<file path="src/rtl/display_pkg.sv">
// Shared types and constants for the display scan/convert path.
package display_pkg;

  typedef enum logic [1:0] {IDLE, SHIFT, COMMIT} conv_state_t;

  localparam int unsigned MAX_MAG    = 999;
  localparam int unsigned NUM_DIGITS = 4;
  localparam int unsigned BCD_ITERS  = 10;
  localparam int unsigned BCD_W      = 12;
  localparam int unsigned BIN_W      = 10;
  localparam int unsigned ITER_W     = 4;
  localparam int unsigned DIGIT_W    = 2;
  localparam int unsigned NIB_W      = 4;

  // Double-dabble nibble correction applied before each shift.
  function automatic logic [NIB_W-1:0] dabble_adj(input logic [NIB_W-1:0] n);
    return (n >= NIB_W'(5)) ? n + NIB_W'(3) : n;
  endfunction

endpackage

</file>
<file path="src/rtl/display_scan_ctrl_if.sv">
// Conversion handshake plus digit/scan outputs toward displayMux.
interface display_scan_ctrl_if
  import display_pkg::*;
#(
  parameter int unsigned VAL_W = 11
);
  logic [VAL_W-1:0]      value;
  logic                  start;
  logic                  busy;
  logic                  done;
  logic [DIGIT_W-1:0]    digit;
  logic [NUM_DIGITS-1:0] anode;
  logic [NIB_W-1:0]      num2;
  logic [NIB_W-1:0]      num1;
  logic [NIB_W-1:0]      num0;
  logic                  neg;

  modport master (output value, start,
                  input  busy, done, digit, anode, num2, num1, num0, neg);
  modport slave  (input  value, start,
                  output busy, done, digit, anode, num2, num1, num0, neg);
endinterface

</file>
<file path="src/rtl/display_scan_ctrl_bin2bcd_step.sv">
// One combinational double-dabble iteration over a {bcd, bin} shift register.
module bin2bcd_step
  import display_pkg::*;
(
  input  logic [BCD_W-1:0] bcd_i,
  input  logic [BIN_W-1:0] bin_i,
  output logic [BCD_W-1:0] bcd_c,
  output logic [BIN_W-1:0] bin_c
);
  logic [BCD_W-1:0] adj;

  always_comb begin
    adj            = {dabble_adj(bcd_i[11:8]), dabble_adj(bcd_i[7:4]), dabble_adj(bcd_i[3:0])};
    {bcd_c, bin_c} = {adj, bin_i} << 1;
  end
endmodule

</file>
<file path="src/rtl/display_scan_ctrl.sv">
// Signed tenths -> sign + 3 BCD digits converter with continuous 4-digit scan.
module display_scan_ctrl
  import display_pkg::*;
#(
  parameter int unsigned REFRESH_DIV = 50000,
  parameter int unsigned VAL_W       = 11
)(
  input  logic                 clk,
  input  logic                 reset,
  display_scan_ctrl_if.slave   bus
);
  localparam int unsigned PRE_W = (REFRESH_DIV > 1) ? $clog2(REFRESH_DIV) : 1;
  localparam int unsigned MAG_W = VAL_W + 1;

  conv_state_t           state_q, state_d;
  logic [ITER_W-1:0]     iter_q, iter_d;
  logic [BCD_W-1:0]      bcd_q, bcd_d;
  logic [BIN_W-1:0]      bin_q, bin_d;
  logic                  sign_q, sign_d;
  logic [NIB_W-1:0]      num2_q, num2_d, num1_q, num1_d, num0_q, num0_d;
  logic                  neg_q, neg_d;
  logic                  busy_q, busy_d;
  logic                  done_q, done_d;
  logic [PRE_W-1:0]      pre_q, pre_d;
  logic [DIGIT_W-1:0]    digit_q, digit_d;
  logic [NUM_DIGITS-1:0] anode_q, anode_d;

  logic [BCD_W-1:0]      step_bcd;
  logic [BIN_W-1:0]      step_bin;
  logic [MAG_W-1:0]      val_ext, mag_full;
  logic [BIN_W-1:0]      mag_clamp;

  bin2bcd_step u_step (
    .bcd_i (bcd_q),
    .bin_i (bin_q),
    .bcd_c (step_bcd),
    .bin_c (step_bin)
  );

  // Magnitude with one extra bit so the most negative input negates cleanly.
  always_comb begin
    val_ext   = {bus.value[VAL_W-1], bus.value};
    mag_full  = bus.value[VAL_W-1] ? -val_ext : val_ext;
    mag_clamp = (mag_full > MAG_W'(MAX_MAG)) ? BIN_W'(MAX_MAG) : BIN_W'(mag_full);
  end

  // Prescaler and digit-select scan, free-running.
  always_comb begin
    pre_d   = pre_q + PRE_W'(1);
    digit_d = digit_q;
    if (pre_q == PRE_W'(REFRESH_DIV - 1)) begin
      pre_d   = '0;
      digit_d = digit_q + DIGIT_W'(1);
    end
    anode_d = ~(NUM_DIGITS'(1) << digit_d);
  end

  // Conversion sequencer; digits are only written in COMMIT.
  always_comb begin
    state_d = state_q;
    iter_d  = iter_q;
    bcd_d   = bcd_q;
    bin_d   = bin_q;
    sign_d  = sign_q;
    num2_d  = num2_q;
    num1_d  = num1_q;
    num0_d  = num0_q;
    neg_d   = neg_q;
    busy_d  = busy_q;
    done_d  = 1'b0;
    unique case (state_q)
      IDLE: begin
        if (bus.start) begin
          bin_d   = mag_clamp;
          bcd_d   = '0;
          sign_d  = bus.value[VAL_W-1];
          iter_d  = '0;
          busy_d  = 1'b1;
          state_d = SHIFT;
        end
      end
      SHIFT: begin
        bcd_d  = step_bcd;
        bin_d  = step_bin;
        iter_d = iter_q + ITER_W'(1);
        if (iter_q == ITER_W'(BCD_ITERS - 1)) state_d = COMMIT;
      end
      COMMIT: begin
        num2_d  = bcd_q[11:8];
        num1_d  = bcd_q[7:4];
        num0_d  = bcd_q[3:0];
        neg_d   = sign_q;
        done_d  = 1'b1;
        busy_d  = 1'b0;
        state_d = IDLE;
      end
      default: state_d = IDLE;
    endcase
  end

  always_ff @(posedge clk) begin
    if (reset) begin
      state_q <= IDLE;
      iter_q  <= '0;
      bcd_q   <= '0;
      bin_q   <= '0;
      sign_q  <= 1'b0;
      num2_q  <= '0;
      num1_q  <= '0;
      num0_q  <= '0;
      neg_q   <= 1'b0;
      busy_q  <= 1'b0;
      done_q  <= 1'b0;
      pre_q   <= '0;
      digit_q <= '0;
      anode_q <= ~(NUM_DIGITS'(1));
    end else begin
      state_q <= state_d;
      iter_q  <= iter_d;
      bcd_q   <= bcd_d;
      bin_q   <= bin_d;
      sign_q  <= sign_d;
      num2_q  <= num2_d;
      num1_q  <= num1_d;
      num0_q  <= num0_d;
      neg_q   <= neg_d;
      busy_q  <= busy_d;
      done_q  <= done_d;
      pre_q   <= pre_d;
      digit_q <= digit_d;
      anode_q <= anode_d;
    end
  end

  assign bus.busy  = busy_q;
  assign bus.done  = done_q;
  assign bus.digit = digit_q;
  assign bus.anode = anode_q;
  assign bus.num2  = num2_q;
  assign bus.num1  = num1_q;
  assign bus.num0  = num0_q;
  assign bus.neg   = neg_q;
endmodule

</file>
<file path="src/flat_wrapper.sv">
// flat-port wrapper written by rule: the top's interface ports become plain ports
module display_scan_ctrl_flat import display_pkg::*;
#(
  parameter int unsigned REFRESH_DIV = 50000,
  parameter int unsigned VAL_W       = 11
)
  (clk, reset, bus_value, bus_start, bus_busy, bus_done, bus_digit, bus_anode, bus_num2, bus_num1, bus_num0, bus_neg);
  display_scan_ctrl_if #(.VAL_W(VAL_W)) bus_i ();
  input  logic clk;
  input  logic reset;
  input wire logic [$bits(bus_i.value)-1:0] bus_value;
  input wire logic [$bits(bus_i.start)-1:0] bus_start;
  output wire logic [$bits(bus_i.busy)-1:0] bus_busy;
  output wire logic [$bits(bus_i.done)-1:0] bus_done;
  output wire logic [$bits(bus_i.digit)-1:0] bus_digit;
  output wire logic [$bits(bus_i.anode)-1:0] bus_anode;
  output wire logic [$bits(bus_i.num2)-1:0] bus_num2;
  output wire logic [$bits(bus_i.num1)-1:0] bus_num1;
  output wire logic [$bits(bus_i.num0)-1:0] bus_num0;
  output wire logic [$bits(bus_i.neg)-1:0] bus_neg;
  assign bus_i.value = bus_value;
  assign bus_i.start = bus_start;
  assign bus_busy = bus_i.busy;
  assign bus_done = bus_i.done;
  assign bus_digit = bus_i.digit;
  assign bus_anode = bus_i.anode;
  assign bus_num2 = bus_i.num2;
  assign bus_num1 = bus_i.num1;
  assign bus_num0 = bus_i.num0;
  assign bus_neg = bus_i.neg;
  display_scan_ctrl #(.REFRESH_DIV(REFRESH_DIV), .VAL_W(VAL_W)) u_core (.clk(clk), .reset(reset), .bus(bus_i));
endmodule
</file>
<file path="config.mk">
export PLATFORM = sky130hd
export DESIGN_NAME = display_scan_ctrl_flat
export DESIGN_NICKNAME = d
export VERILOG_FILES = /design/src/rtl/display_pkg.sv /design/src/rtl/display_scan_ctrl_if.sv /design/src/rtl/display_scan_ctrl_bin2bcd_step.sv /design/src/rtl/display_scan_ctrl.sv /design/src/flat_wrapper.sv
export SDC_FILE = /design/constraint.sdc
export NUM_CORES = 1
export LEC_CHECK = 0
export ABC_AREA = 1
export ABC_CLOCK_PERIOD_IN_PS = 1600
export CAP_MARGIN = 20
export CORE_AREA = 2 2 92 94
export CTS_CLUSTER_SIZE = 25
export DETAILED_ROUTE_END_ITERATION = 8
export DIE_AREA = 0 0 94 96
export PLACE_DENSITY_LB_ADDON = 0.3
export SLEW_MARGIN = 20
export SYNTH_ARGS = -nofsm -noshare
export SYNTH_HDL_FRONTEND = slang
export SYNTH_SLANG_ARGS = --single-unit
export TNS_END_PERCENT = 1
</file>
<file path="constraint.sdc">
create_clock -name clk -period 1.6 [get_ports clk]
set_input_delay 0.32 -clock clk [delete_from_list [all_inputs] [get_ports clk]]
set_output_delay 0.32 -clock clk [all_outputs]
set_load 0.005 [all_outputs]
</file>
==> impl_metrics.json <==
{
  "grt_max_degree": 21,
  "numCtsBuffers": 9,
  "fp.coreArea_um2": 8050,
  "endpoint_kind": "flip-flop",
  "cts_sinks": 66,
  "start_util_pct": 39.2,
  "rr_worst_depth": 12,
  "cts_tree": "done",
  "startpoint_type": "flip-flop",
  "vias": 2969,
  "syn_to_final_growth_pct": 34.5,
  "wl_per_cell_um": 11.0,
  "synthDistinctLibCells": 33,
  "worstPathRequired_ns": 1.88,
  "insertion_delay_ns": 0.34,
  "finalSetupViolations": 1,
  "die_area_um2": 9020,
  "timing.rr.start": "u_core.pre_q[0]",
  "dp_hpwl_mm": 5.03,
  "fmax_mhz": 621,
  "critical_path_cell_count": 12,
  "postLayoutCellArea_um2": 4240,
  "crit_start": "u_core.pre_q[0]",
  "cp_num_buf_inv": 1,
  "port_buffers": 34,
  "antenna_found_initial": 0,
  "rows": 33,
  "clock_path_buffers": 2,
  "rsz0062_at_grt": "yes",
  "ant_nets": 0,
  "status": "finished, violations left",
  "clk_pin_slew_ns": 0.07,
  "synth-seq-cells": 66,
  "path_common_cell": "nand2_2",
  "leakagePower_nw": 1.76,
  "reg2reg_setup_slack_ns": -0.009,
  "grt_pass1_vias": 2767,
  "hold_path_class": "in -> reg",
  "grt_pass1_wl_mm": 12.0,
  "vdd_ir_drop_max_uv": 449,
  "ys_seq_area_share_pct": 41.9,
  "setup_slack_ns": -0.00931,
  "syn_area_per_cell_um2": 7.22,
  "hold_ws_ns": 0.380,
  "final_common_cell": "nand2_1",
  "critPathMaxStageDelay_ns": 0.36,
  "hold_violations": 0,
  "cp_slowest_cell": "dfxtp_4",
  "maxCapViolations": 0,
  "p_per_area_nw_per_um2": 881,
  "finalCritPeriodShare_pct": 101,
  "grt_remaining_overflow": 0,
  "syn_inst": 437,
  "path_class": "reg -> reg",
  "yosys.area.top_type": "dfxtp_1",
  "die_w_um": 94,
  "finalNonFillerCells": 620,
  "crit_fanout": 3,
  "worstPathArrival_ns": 1.89,
  "gp_congestion": 0.920,
  "min_period_ns": 1.61,
  "cp-endpoint": "u_core.pre_q[14]",
  "cts_hold_buf": 0,
  "synth_top_area_share_pct": 41.9,
  "synth_area_um2": 3150,
  "max_slew_margin_pct": 72.4,
  "total_power_w": 0.00374,
  "slew_viol_final": 0,
  "via_per_inst": 4.79,
  "violations": "negative setup slack",
  "diodes": 0,
  "grt_util_all_layers_pct": 16.6,
  "yosys_warnings": 0,
  "clockRootBuffer": "clkbuf_8",
  "drt_pass1_iterations": 4,
  "drtIter0Drc": 97,
  "dp_cells": 602,
  "crit_family": "simple AND/OR/NAND/NOR gates",
  "final_cell_mix": "72 x nand2_1, 63 x dfxtp_1, 50 x inv_1",
  "worst_pin_slew_ns": 0.413,
  "dieHeight_um": 96,
  "nets": 534,
  "drive_above_1_share_pct": 21.7,
  "ctsHtreeMaxLevel": 3,
  "syn-num-nets": 461,
  "io_pins": 35,
  "skew_ns": 0.0106,
  "post-route-drc-count": 0,
  "reg2reg_to": "u_core.pre_q[14]",
  "synth_area_leaders": "dfxtp_1 42%, nand2_1 9.5%, a21oi_1 7.8%",
  "placed_area_um2": 3870,
  "drt_wl_total_mm": 6.80,
  "crit_chain": "ha_4 > nand2_2 > inv_2 > nand2_4 > nor2_4 > nand2_2 > nor2_4 > nand2_2 > nor2_4 > nand2_2 > or2_0 > a21oi_2"
}
[timing repair]
action                                  CTS  global route
gates resized for setup                  11            35
endpoints found under the setup margin   11            29
buffers inserted                          1             1
pin swaps                                 3            15
[logic make-up (layout without fill, tap and decap cells)]
family          count (synthesis)  after routing  synth area share (%)
simple gates                  191            191                  28.1
flops                          66             66                  41.9
fa+ha+maj                      10             10                  3.97
buf+inv                        70            148                  8.65
compound gates                 93             93                  15.4
xor+xnor                        7              7                  1.94
[worst register-to-register path, cell delays in order, from the launching register on]
cell and delay [ns]:
dfxtp_4 0.36, ha_4 0.13, nand2_2 0.05, inv_2 0.07
nand2_4 0.06, nor2_4 0.09, nand2_2 0.07, nor2_4 0.10
nand2_2 0.07, nor2_4 0.14, nand2_2 0.07, or2_0 0.22
a21oi_2 0.12
[routing by layer]
metal  global-route usage [%]  vias to the layer above  routed length [um]
met3                     3.29                       10                 189
met1                     20.6                     1350                3180
li1                         -                     1576                   -
met2                     28.0                       33                3350
met5                        0                        -                   0
met4                     7.00                        0                  85
[flip-flops by register name (all words and copies together), names as in the netlist]
name              count
u_core.bin_q         10
u_core.sign_q         1
u_core.bus.num2       4
u_core.pre_q         16
u_core.bus.num0       4
u_core.bus.anode      4
u_core.iter_q         4
u_core.bus.busy       1
u_core.bus.digit      2
u_core.bcd_q         12
u_core.bus.num1       4
u_core.bus.done       1
u_core.bus.neg        1
u_core.state_q        2
[report_power, final]
group	internal, W	switching [W]	leakage, nW	total (W)
clock network	0.000883	0.000660	0.107	0.00154
registers	0.00169	0.0000331	0.537	0.00173
logic	0.000213	0.000256	1.12	0.000469
[worst min-delay path by stage]
| stage | startpoint | end | slack, ns | cells after the start |
|---|---|---|---|---|
| CTS | u_core.bus.digit[1] | u_core.bus.anode[3] | 0.42 | 1 |
| detailed placement | u_core.bus.digit[1] | u_core.bus.anode[3] | 0.40 | 1 |
| floorplan | u_core.bus.digit[1] | u_core.bus.anode[3] | 0.39 | 1 |
| global route | bus_value[0] | u_core.bin_q[0] | 0.40 | 4 |
| finish | bus_value[0] | u_core.bin_q[0] | 0.38 | 4 |
| global placement | u_core.bus.digit[1] | u_core.bus.anode[3] | 0.40 | 1 |
[cells in the mapped netlist (all sizes together)]
cell type / n
nand2: 85
dfxtp: 66
inv: 57
nor2: 51
a21oi: 50
o21ai: 37
nand3: 30
ha: 10
nand4: 10
clkbuf: 9
nor3: 8
xor2: 6
buf: 4
a22oi: 3
or2: 3
nand3b: 2
a31oi: 1
nor4: 1
o221ai: 1
o32ai: 1
or3: 1
xnor2: 1
[layout make-up]
cell class / count / area [um^2]
flip-flops and latches: 66 / 1330
repair buffers: 75 / 676
clock buffers: 10 / 128
inverters: 57 / 214
multi-input cells: 301 / 1680
clock inverters: 6 / 90.1
fillers: 776 / 3810
well taps: 105 / 131
[per-stage QoR]
step           worst slack, ns   TNS, ns  util [%]
2_1_floorplan            0.108         0         -
3_3_place_gp            -0.375     -3.41      48.1
3_5_place_dp            -0.472     -4.15      48.1
4_1_cts                -0.0246   -0.0258      51.1
5_1_grt                 -0.110    -0.630      52.7
6_report              -0.00931  -0.00931      52.7
(Power assumes the default switching activity.)
